### config.mk
export PLATFORM = sky130hd
export DESIGN_NAME = store_addr_gen
export DESIGN_NICKNAME = d
export VERILOG_FILES = /design/src/rtl/store_addr_gen.sv
export SDC_FILE = /design/constraint.sdc
export NUM_CORES = 1
export LEC_CHECK = 0
export ABC_CLOCK_PERIOD_IN_PS = 7760
export CAP_MARGIN = 20
export CORE_UTILIZATION = 68
export CTS_CLUSTER_SIZE = 16
export DETAILED_ROUTE_END_ITERATION = 10
export DONT_BUFFER_PORTS = 1
export GPL_TIMING_DRIVEN = 0
export PLACE_DENSITY = 0.92
export SLEW_MARGIN = 40
export SYNTH_ARGS = -nofsm -noshare
export SYNTH_HDL_FRONTEND = slang
export SYNTH_SLANG_ARGS = --single-unit
### constraint.sdc
create_clock -name wr_clk -period 7.76 [get_ports wr_clk]
set_clock_uncertainty 0.05 [all_clocks]
set_input_delay 2.328 -clock wr_clk [delete_from_list [all_inputs] [get_ports wr_clk]]
set_output_delay 2.328 -clock wr_clk [all_outputs]
set_load 0.05 [all_outputs]
### src/rtl/store_addr_gen.sv
// Burst start-address producer for the store_addr prefetch FIFO; rotates through c_FRAME_NUM frame buffers.
// Optional macro STORE_ADDR_FRAME_SKIP_EN adds rd_frame_idx and skips the frame held by the display side.
module store_addr_gen #(
    parameter int unsigned                c_ADDR_WIDTH  = 32,
    parameter logic [c_ADDR_WIDTH-1:0]    c_BASE_ADDR   = 32'h1000_0000,
    parameter logic [c_ADDR_WIDTH-1:0]    c_FRAME_BYTES = 32'h0010_0000,
    parameter logic [c_ADDR_WIDTH-1:0]    c_BURST_BYTES = 32'd256,
    parameter int unsigned                c_FRAME_NUM   = 3,
    parameter int unsigned                c_PEND_WIDTH  = 4
) (
    input  logic                    wr_clk,
    input  logic                    wr_rst,
    input  logic                    frame_start,
    input  logic                    burst_req,
    output logic [c_ADDR_WIDTH-1:0] wr_data,
    output logic                    wr_en,
    input  logic                    wr_vld,
    output logic [2:0]              frame_idx,
    output logic                    frame_done,
    output logic                    pend_ovf
`ifdef STORE_ADDR_FRAME_SKIP_EN
    ,
    input  logic [2:0]              rd_frame_idx
`endif
);

    localparam logic [1:0] S_IDLE = 2'd0;
    localparam logic [1:0] S_RUN  = 2'd1;
    localparam logic [1:0] S_DONE = 2'd2;

    localparam logic [c_ADDR_WIDTH-1:0] LAST_OFF  = c_FRAME_BYTES - c_BURST_BYTES;
    localparam logic [2:0]              LAST_IDX  = 3'(c_FRAME_NUM - 1);
    localparam logic [c_PEND_WIDTH-1:0] PEND_ONE  = c_PEND_WIDTH'(1);

    logic [1:0]              state, nxt_state;
    logic [c_ADDR_WIDTH-1:0] offset, nxt_off;
    logic [c_PEND_WIDTH-1:0] pend, nxt_pend;
    logic [2:0]              nxt_idx, adv_idx, inc1_idx;
    logic                    nxt_ovf, nxt_done, push;
    logic [c_ADDR_WIDTH-1:0] nxt_addr;

    // frame_start masks wr_en so a truncating restart never pushes a stale address
    assign wr_en = (state == S_RUN) && (pend != '0) && !frame_start;
    assign push  = wr_en && wr_vld;

    assign inc1_idx = (frame_idx == LAST_IDX) ? 3'd0 : frame_idx + 3'd1;
`ifdef STORE_ADDR_FRAME_SKIP_EN
    assign adv_idx = (inc1_idx != rd_frame_idx) ? inc1_idx :
                     (inc1_idx == LAST_IDX) ? 3'd0 : inc1_idx + 3'd1;
`else
    assign adv_idx = inc1_idx;
`endif

    always_comb begin
        nxt_state = state;
        nxt_idx   = frame_idx;
        nxt_off   = offset;
        nxt_pend  = pend;
        nxt_ovf   = pend_ovf;
        nxt_done  = 1'b0;
        if (frame_start) begin
            nxt_state = S_RUN;
            nxt_off   = '0;
            nxt_pend  = burst_req ? PEND_ONE : '0;
            if (state != S_IDLE)
                nxt_idx = adv_idx;
        end else if (state == S_RUN) begin
            if (burst_req && !push) begin
                if (pend == '1)
                    nxt_ovf = 1'b1;
                else
                    nxt_pend = pend + PEND_ONE;
            end else if (!burst_req && push) begin
                nxt_pend = pend - PEND_ONE;
            end
            if (push) begin
                if (offset == LAST_OFF) begin
                    nxt_state = S_DONE;
                    nxt_off   = '0;
                    nxt_done  = 1'b1;
                end else begin
                    nxt_off = offset + c_BURST_BYTES;
                end
            end
        end else if (burst_req) begin
            nxt_ovf = 1'b1;
        end
    end

    // address built from next-state values so wr_data tracks idx/offset with no extra cycle
    assign nxt_addr = c_BASE_ADDR
                    + ({{(c_ADDR_WIDTH-3){1'b0}}, nxt_idx} * c_FRAME_BYTES)
                    + nxt_off;

    always_ff @(posedge wr_clk) begin
        if (wr_rst) begin
            state      <= S_IDLE;
            frame_idx  <= 3'd0;
            offset     <= '0;
            pend       <= '0;
            pend_ovf   <= 1'b0;
            frame_done <= 1'b0;
            wr_data    <= c_BASE_ADDR;
        end else begin
            state      <= nxt_state;
            frame_idx  <= nxt_idx;
            offset     <= nxt_off;
            pend       <= nxt_pend;
            pend_ovf   <= nxt_ovf;
            frame_done <= nxt_done;
            wr_data    <= nxt_addr;
        end
    end

endmodule

==> results of run 1 <==
-- metrics by stage --
step | worst slack (ns) | hold WS [ns] | cell area (sq um) | instances | total power, mW
3_5_place_dp | 2.167 | 0.4385 | 2958 | 380 | 0.3273
2_1_floorplan | 2.002 | 0.4164 | 2887 | 330 | 0.3205
3_3_place_gp | 1.933 | 0.4358 | 2949 | 380 | 0.3259
5_1_grt | 2.142 | 0.4698 | 3045 | 387 | 0.4912
6_report | 2.163 | 0.4507 | 3045 | 387 | 0.4766
4_1_cts | 2.161 | 0.4516 | 3045 | 387 | 0.4790
-- final timing paths --
path	start	end	slack (ns)
worst max-delay path	frame_start	wr_en	2.16
worst min-delay path	wr_data[7]$_SDFF_PP0_	wr_data[7]$_SDFF_PP0_	0.45
worst max register to register	state[0]$_SDFFE_PP0P_	wr_data[30]$_SDFF_PP0_	4.06
worst min register to register	wr_data[7]$_SDFF_PP0_	wr_data[7]$_SDFF_PP0_	0.45
-- placed cells by master (no fill, tap or decap), drive strengths merged, types with 2 or more instances in the layout --
cell type	n
o21ai	7
a41oi	2
clkbuf	13
and3	18
and4	6
inv	5
buf	21
a211oi	3
nor3	13
nand2	16
nor2	52
xor2	15
dfxtp	55
o21a	2
a21o	4
or3	2
and2	7
nor2b	5
nor4	11
o31a	2
nand4	11
nand3	11
a21oi	10
mux2i	6
xnor2	14
or4	5
ha	6
nand2b	3
fa	2
-- where the power goes --
group          switching, mW  internal [mW]  leakage [nW]
registers            0.00763          0.285         0.444
clock network         0.0857         0.0702        0.0470
logic                 0.0185         0.0100         0.711
-- worst reg2reg max path: cells and delay by family, from the launching register on --
kind / cells / cell delay (ns)
adder cells (fa/ha/maj): 2 / 0.64
multiplexers: 1 / 0.17
buffers and inverters: 1 / 0.20
flip-flops: 1 / 0.42
XOR/XNOR: 1 / 0.23
AND/OR/NAND/NOR: 8 / 1.49
AO/OA/AOI/OAI: 2 / 0.37
-- metal layers --
layer	vias to the layer above	GRT usage
li1	1166	-
met5	-	0
met1	1105	0.3710
met2	88	0.4575
met4	0	0.1011
met3	11	0.06757
-- registers in the layout, summed over array words and instances, names as in the netlist --
register / flops
frame_done: 1
frame_idx: 3
offset: 12
pend: 4
pend_ovf: 1
state: 2
wr_data: 32
-- area by class of cell --
cell class | count | area, sq um
buffer | 28 | 181.4
clock buffer | 6 | 82.58
clock inverter | 1 | 5.005
fill | 304 | 983.4
inverter | 5 | 18.77
multi-input combinational | 242 | 1594
sequential | 55 | 1101
tap | 50 | 62.56
-- cell families after synthesis --
family	count (synthesis)	share of synthesized area
AO/OA/AOI/OAI	36	0.08583
XOR/XNOR	29	0.08800
adder cells (fa/ha/maj)	8	0.03988
buffers and inverters	33	0.06935
flip-flops	55	0.3814
multiplexers	6	0.02211
AND/OR/NAND/NOR	163	0.3134
==> flow_metrics.py, run 1 <==
metrics = {
    "clock_tree": {
        "cts_buffers": 5,
        "clkLatencyLatePin_ns": 0.31,
        "cts_buffer_depth": 2,
        "path_clk_slew_ns": 0.09,
        "clockRootBuffer": "clkbuf_8",
        "cts_tree": "built",
        "htreeDepth": 2,
        "cts_setup_buffers": 0,
        "hold_buffers": 0,
        "cts.sinks": 55,
        "cts-resized-gates": 0,
    },
    "placed_design": {
        "io_buffer_count": 0,
        "gp_congestion": 0.9513,
        "dp.final_hpwl_mm": 4.392,
    },
    "route": {
        "wl_met3_um": 353,
        "ant_nets": 0,
        "viasPerCell": 6.124,
        "wl_per_cell_um": 15.31,
        "maxUsedRoutingLayer": "met4",
        "drt_pass1_iterations": 5,
        "wl_met1_mm": 2.649,
        "post-route-drc-count": 0,
        "routed_wirelength_mm": 5.925,
        "vias": 2370,
        "drtIter0Drc": 203,
        "wl_met2_mm": 2.828,
    },
    "critical_path": {
        "path_depth": 2,
        "crit_arrival_ns": 3.22,
        "critPathKind": "input pin to primary output",
        "crit_path_start_kind": "input pin",
        "cp_cell_sequence": "or3b_1 -> nor2_2",
        "cp_max_fo": 4,
        "crit_buf_inv": 0,
        "cpMaxStageDelayCell": "nor2_2",
        "cp.required_ns": 5.38,
        "critPathTopFamily": "simple AND/OR/NAND/NOR gates",
        "r2r_cells": 15,
        "slowest_delay_ns": 0.47,
        "end_kind": "primary output",
    },
    "flow_run": {
        "cap_violations": 0,
    },
    "min_path": {
        "hp-class": "flop to flop",
        "hold_depth": 1,
    },
    "yosys": {
        "ys_async_sr_fraction": 0,
        "synth_edf_count": 0,
        "synth.top_cell.area_share": 0.3814,
        "avgSynthCellArea_sq_um": 8.747,
        "ys_ff_latch": 55,
        "syn_inst": 330,
        "ys_seq_area_frac": 0.3814,
        "synth.most_common_cell": "dfxtp_1",
        "synth_cell_type_count": 46,
        "synthesis.nets": 343,
        "yosysWarnings": 0,
        "yosysTopAreaCell": "dfxtp_1",
        "netlist_area_sq_um": 2887,
        "synth_ff_type": "dfxtp_1",
        "synth_area_leaders": "dfxtp_1 38%, nor2_1 6.8%, buf_4 5.2%, xor2_1 4.6%, xnor2_1 4.2%",
        "netlist_top_cells_count": "55 x dfxtp_1, 52 x nor2_1, 20 x buf_4",
    },
    "global_routing": {
        "grt_usage": 0.2848,
        "grt_max_degree": 16,
        "grt_first_pass_wirelength_mm": 9.701,
        "antenna_found_initial": 0,
        "gr-total-overflow": 0,
        "grt_pass1_vias": 2117,
    },
    "die": {
        "start_util": 0.7165,
        "die_y_um": 67.15,
        "rows": 23,
        "pin_count": 43,
        "die_x_um": 67.15,
        "coreArea_sq_um": 4029,
        "dieArea_sq_um": 4509,
    },
    "timing": {
        "hold_violations": 0,
        "worstMarginPinSlew_ns": 0.6603,
        "post-route-min-period_ns": 5.597,
        "rsz0062_at_grt": "no",
        "relSlewSlack": 0.5551,
        "finalSetupTns_ns": 0,
        "fmax_mhz": 178.7,
        "setup_viol": 0,
        "fin_crit_sh": 0.7213,
        "maxSlewViolCount": 0,
    },
    "cells_and_area": {
        "drive_above_1_share": 0.1246,
        "antenna_cells": 0,
        "fin_util": 0.7559,
        "final_nets": 350,
        "syn_to_final_growth_pct": 5.505,
    },
    "power": {
        "p_per_area_nw_per_um2": 156.5,
        "p_leak_nw": 1.202,
        "peakVddDrop_mv": 0.08001,
    },
    "outcome": {
        "status": "finished, final reports clean",
    },
}
Power figures use the tool's default switching activity.
==> run 2, diff against run 1 <==
--- a/config.mk
+++ b/config.mk
@@ -5,14 +5,14 @@
 export SDC_FILE = /design/constraint.sdc
 export NUM_CORES = 1
 export LEC_CHECK = 0
-export ABC_CLOCK_PERIOD_IN_PS = 7760
+export ABC_CLOCK_PERIOD_IN_PS = 5000
 export CAP_MARGIN = 20
-export CORE_UTILIZATION = 68
+export CORE_UTILIZATION = 57
 export CTS_CLUSTER_SIZE = 16
 export DETAILED_ROUTE_END_ITERATION = 10
 export DONT_BUFFER_PORTS = 1
 export GPL_TIMING_DRIVEN = 0
-export PLACE_DENSITY = 0.92
+export PLACE_DENSITY = 0.83
 export SLEW_MARGIN = 40
 export SYNTH_ARGS = -nofsm -noshare
 export SYNTH_HDL_FRONTEND = slang
==> constraint.sdc (replaced) <==
create_clock -name wr_clk -period 5 [get_ports wr_clk]
set_clock_uncertainty 0.05 [all_clocks]
set_input_delay 1.5 -clock wr_clk [delete_from_list [all_inputs] [get_ports wr_clk]]
set_output_delay 1.5 -clock wr_clk [all_outputs]
set_load 0.05 [all_outputs]
==> flow_metrics.py, run 2 (synthesis results as in run 1) <==
metrics = {
    "die": {
        "rows": 25,
        "die_x_um": 73.16,
        "die_y_um": 73.16,
        "dieArea_sq_um": 5352,
        "coreArea_sq_um": 4786,
        "start_util": 0.6031,
        "pin_count": 43,
    },
    "clock_tree": {
        "cts_tree": "built",
        "hold_buffers": 0,
        "clkLatencyLatePin_ns": 0.31,
        "path_clk_slew_ns": 0.09,
        "htreeDepth": 2,
        "cts.sinks": 55,
        "cts_buffer_depth": 2,
        "cts_buffers": 5,
        "cts-resized-gates": 0,
        "clockRootBuffer": "clkbuf_8",
        "cts_setup_buffers": 0,
    },
    "critical_path": {
        "crit_arrival_ns": 4.63,
        "cp_max_fo": 7,
        "end_kind": "flop",
        "crit_path_start_kind": "input pin",
        "critPathKind": "input pin to flop",
        "cp.required_ns": 5.14,
    },
    "route": {
        "drt_pass1_iterations": 5,
        "viasPerCell": 5.864,
        "drtIter0Drc": 204,
        "wl_per_cell_um": 14.66,
        "ant_nets": 0,
        "post-route-drc-count": 0,
        "vias": 2369,
        "routed_wirelength_mm": 5.924,
    },
    "cells_and_area": {
        "mostFrequentLayoutCell": "dfxtp_1",
        "top_regs": "wr_data x32, offset x12, pend x4",
        "regMostFlops": "wr_data",
        "seq_area_sq_um": 1101,
        "drive_above_1_share": 0.1246,
        "most-common-layout-cells": "55 x dfxtp_1, 51 x nor2_1, 20 x buf_4",
        "nFillCells": 430,
        "syn_to_final_growth_pct": 6.242,
        "antenna_cells": 0,
        "multiInputGateArea_sq_um": 1594,
        "largest_reg_flops": 32,
        "final_nets": 350,
    },
    "power": {
        "p_per_area_nw_per_um2": 242.6,
        "p_total_mw": 0.7439,
        "p_switching_mw": 0.1776,
        "power_frac_clock": 0.331,
        "swShare": 0.2388,
        "p_int_mw": 0.5662,
        "seq_power_share": 0.609,
        "peakVddDrop_mv": 0.1060,
        "p_comb_frac": 0.060,
        "p_leak_nw": 1.202,
    },
    "timing": {
        "fmax_mhz": 222.4,
        "setup_viol": 0,
        "post-route-min-period_ns": 4.496,
        "relSlewSlack": 0.5060,
        "hold_violations": 0,
        "maxSlewViolCount": 0,
        "finalSetupTns_ns": 0,
        "rsz0062_at_grt": "no",
        "worstMarginPinSlew_ns": 0.7333,
        "fin_crit_sh": 0.8992,
    },
    "flow_run": {
        "cap_violations": 0,
    },
    "placed_design": {
        "io_buffer_count": 0,
        "dp.final_hpwl_mm": 4.466,
        "gp_congestion": 0.9487,
    },
    "global_routing": {
        "grt_pass1_vias": 2237,
        "gr-total-overflow": 0,
        "grt_usage": 0.2445,
        "grt_max_degree": 16,
        "grt_first_pass_wirelength_mm": 10.07,
        "antenna_found_initial": 0,
    },
    "min_path": {
        "hp-class": "flop to flop",
    },
    "outcome": {
        "status": "finished, final reports clean",
    },
}
==> run 2: power groups by stage <==
stage / clock network, mW / registers, mW / logic [mW]
after global placement: 0 / 0.463 / 0.0428
after global routing: 0.273 / 0.454 / 0.0502
final: 0.246 / 0.453 / 0.0447
after detailed placement: 0 / 0.463 / 0.0445
after CTS: 0.251 / 0.453 / 0.0448
after floorplan: 0 / 0.463 / 0.0348
==> run 2: through the flow <==
step | worst slack [ns] | cell area, sq um | hold slack (ns) | instances | util
2_1_floorplan | 0.6802 | 2887 | 0.4164 | 330 | -
3_3_place_gp | 0.3033 | 2970 | 0.4359 | 397 | 0.6207
3_5_place_dp | 0.2572 | 2979 | 0.4414 | 397 | 0.6225
4_1_cts | 0.5701 | 3067 | 0.4536 | 404 | 0.6408
5_1_grt | 0.3473 | 3067 | 0.4737 | 404 | 0.6408
6_report | 0.5041 | 3067 | 0.4478 | 404 | 0.6408
==> run 2: layout make-up <==
cell class	instances	share of cell area
well taps	67	0.02734
multi-input cells	242	0.5198
clock inverters	1	0.001632
clock buffers	6	0.02693
flip-flops and latches	55	0.3590
inverters	5	0.006120
plain buffers	28	0.05916
==> run 2: worst max-delay path, stage by stage <==
cell,delay (ns)
or3b_1,0.43
or4_1,0.40
buf_2,0.20
nor2_1,0.19
nand2_1,0.12
xor2_1,0.28
nor2_1,0.09
ha_1,0.23
fa_1,0.40
a21oi_1,0.20
nor2_1,0.05
o21ai_0,0.14
nor3_2,0.11
mux2i_1,0.18
nand3_1,0.10
==> run 2: routing by layer <==
| metal | wire length (um) | vias to the layer above | track usage |
|---|---|---|---|
| met5 | 0 | - | 0 |
| met4 | 112 | 0 | 0.09804 |
| met3 | 385 | 19 | 0.05663 |
| met2 | 2775 | 90 | 0.4002 |
| met1 | 2650 | 1101 | 0.3099 |
| li1 | - | 1159 | - |
==> run 2: path summary, 6_finish.rpt <==
| path | start | to | slack [ns] | cells past startpoint |
|---|---|---|---|---|
| max | frame_start | wr_data[30]$_SDFF_PP0_ | 0.50 | 15 |
| min | wr_data[3]$_SDFF_PP0_ | wr_data[3]$_SDFF_PP0_ | 0.45 | 1 |
| max reg2reg | state[0]$_SDFFE_PP0P_ | wr_data[30]$_SDFF_PP0_ | 1.30 | 15 |
| min reg2reg | wr_data[3]$_SDFF_PP0_ | wr_data[3]$_SDFF_PP0_ | 0.45 | 1 |
==> run 3, diff against run 2 <==
--- a/config.mk
+++ b/config.mk
@@ -8,6 +8,7 @@
 export ABC_CLOCK_PERIOD_IN_PS = 5000
 export CAP_MARGIN = 20
 export CORE_UTILIZATION = 57
+export CTS_CLUSTER_DIAMETER = 150
 export CTS_CLUSTER_SIZE = 16
 export DETAILED_ROUTE_END_ITERATION = 10
 export DONT_BUFFER_PORTS = 1
==> results of run 3 <==
No change in the layout: final DEF, timing and power equal those of run 2.
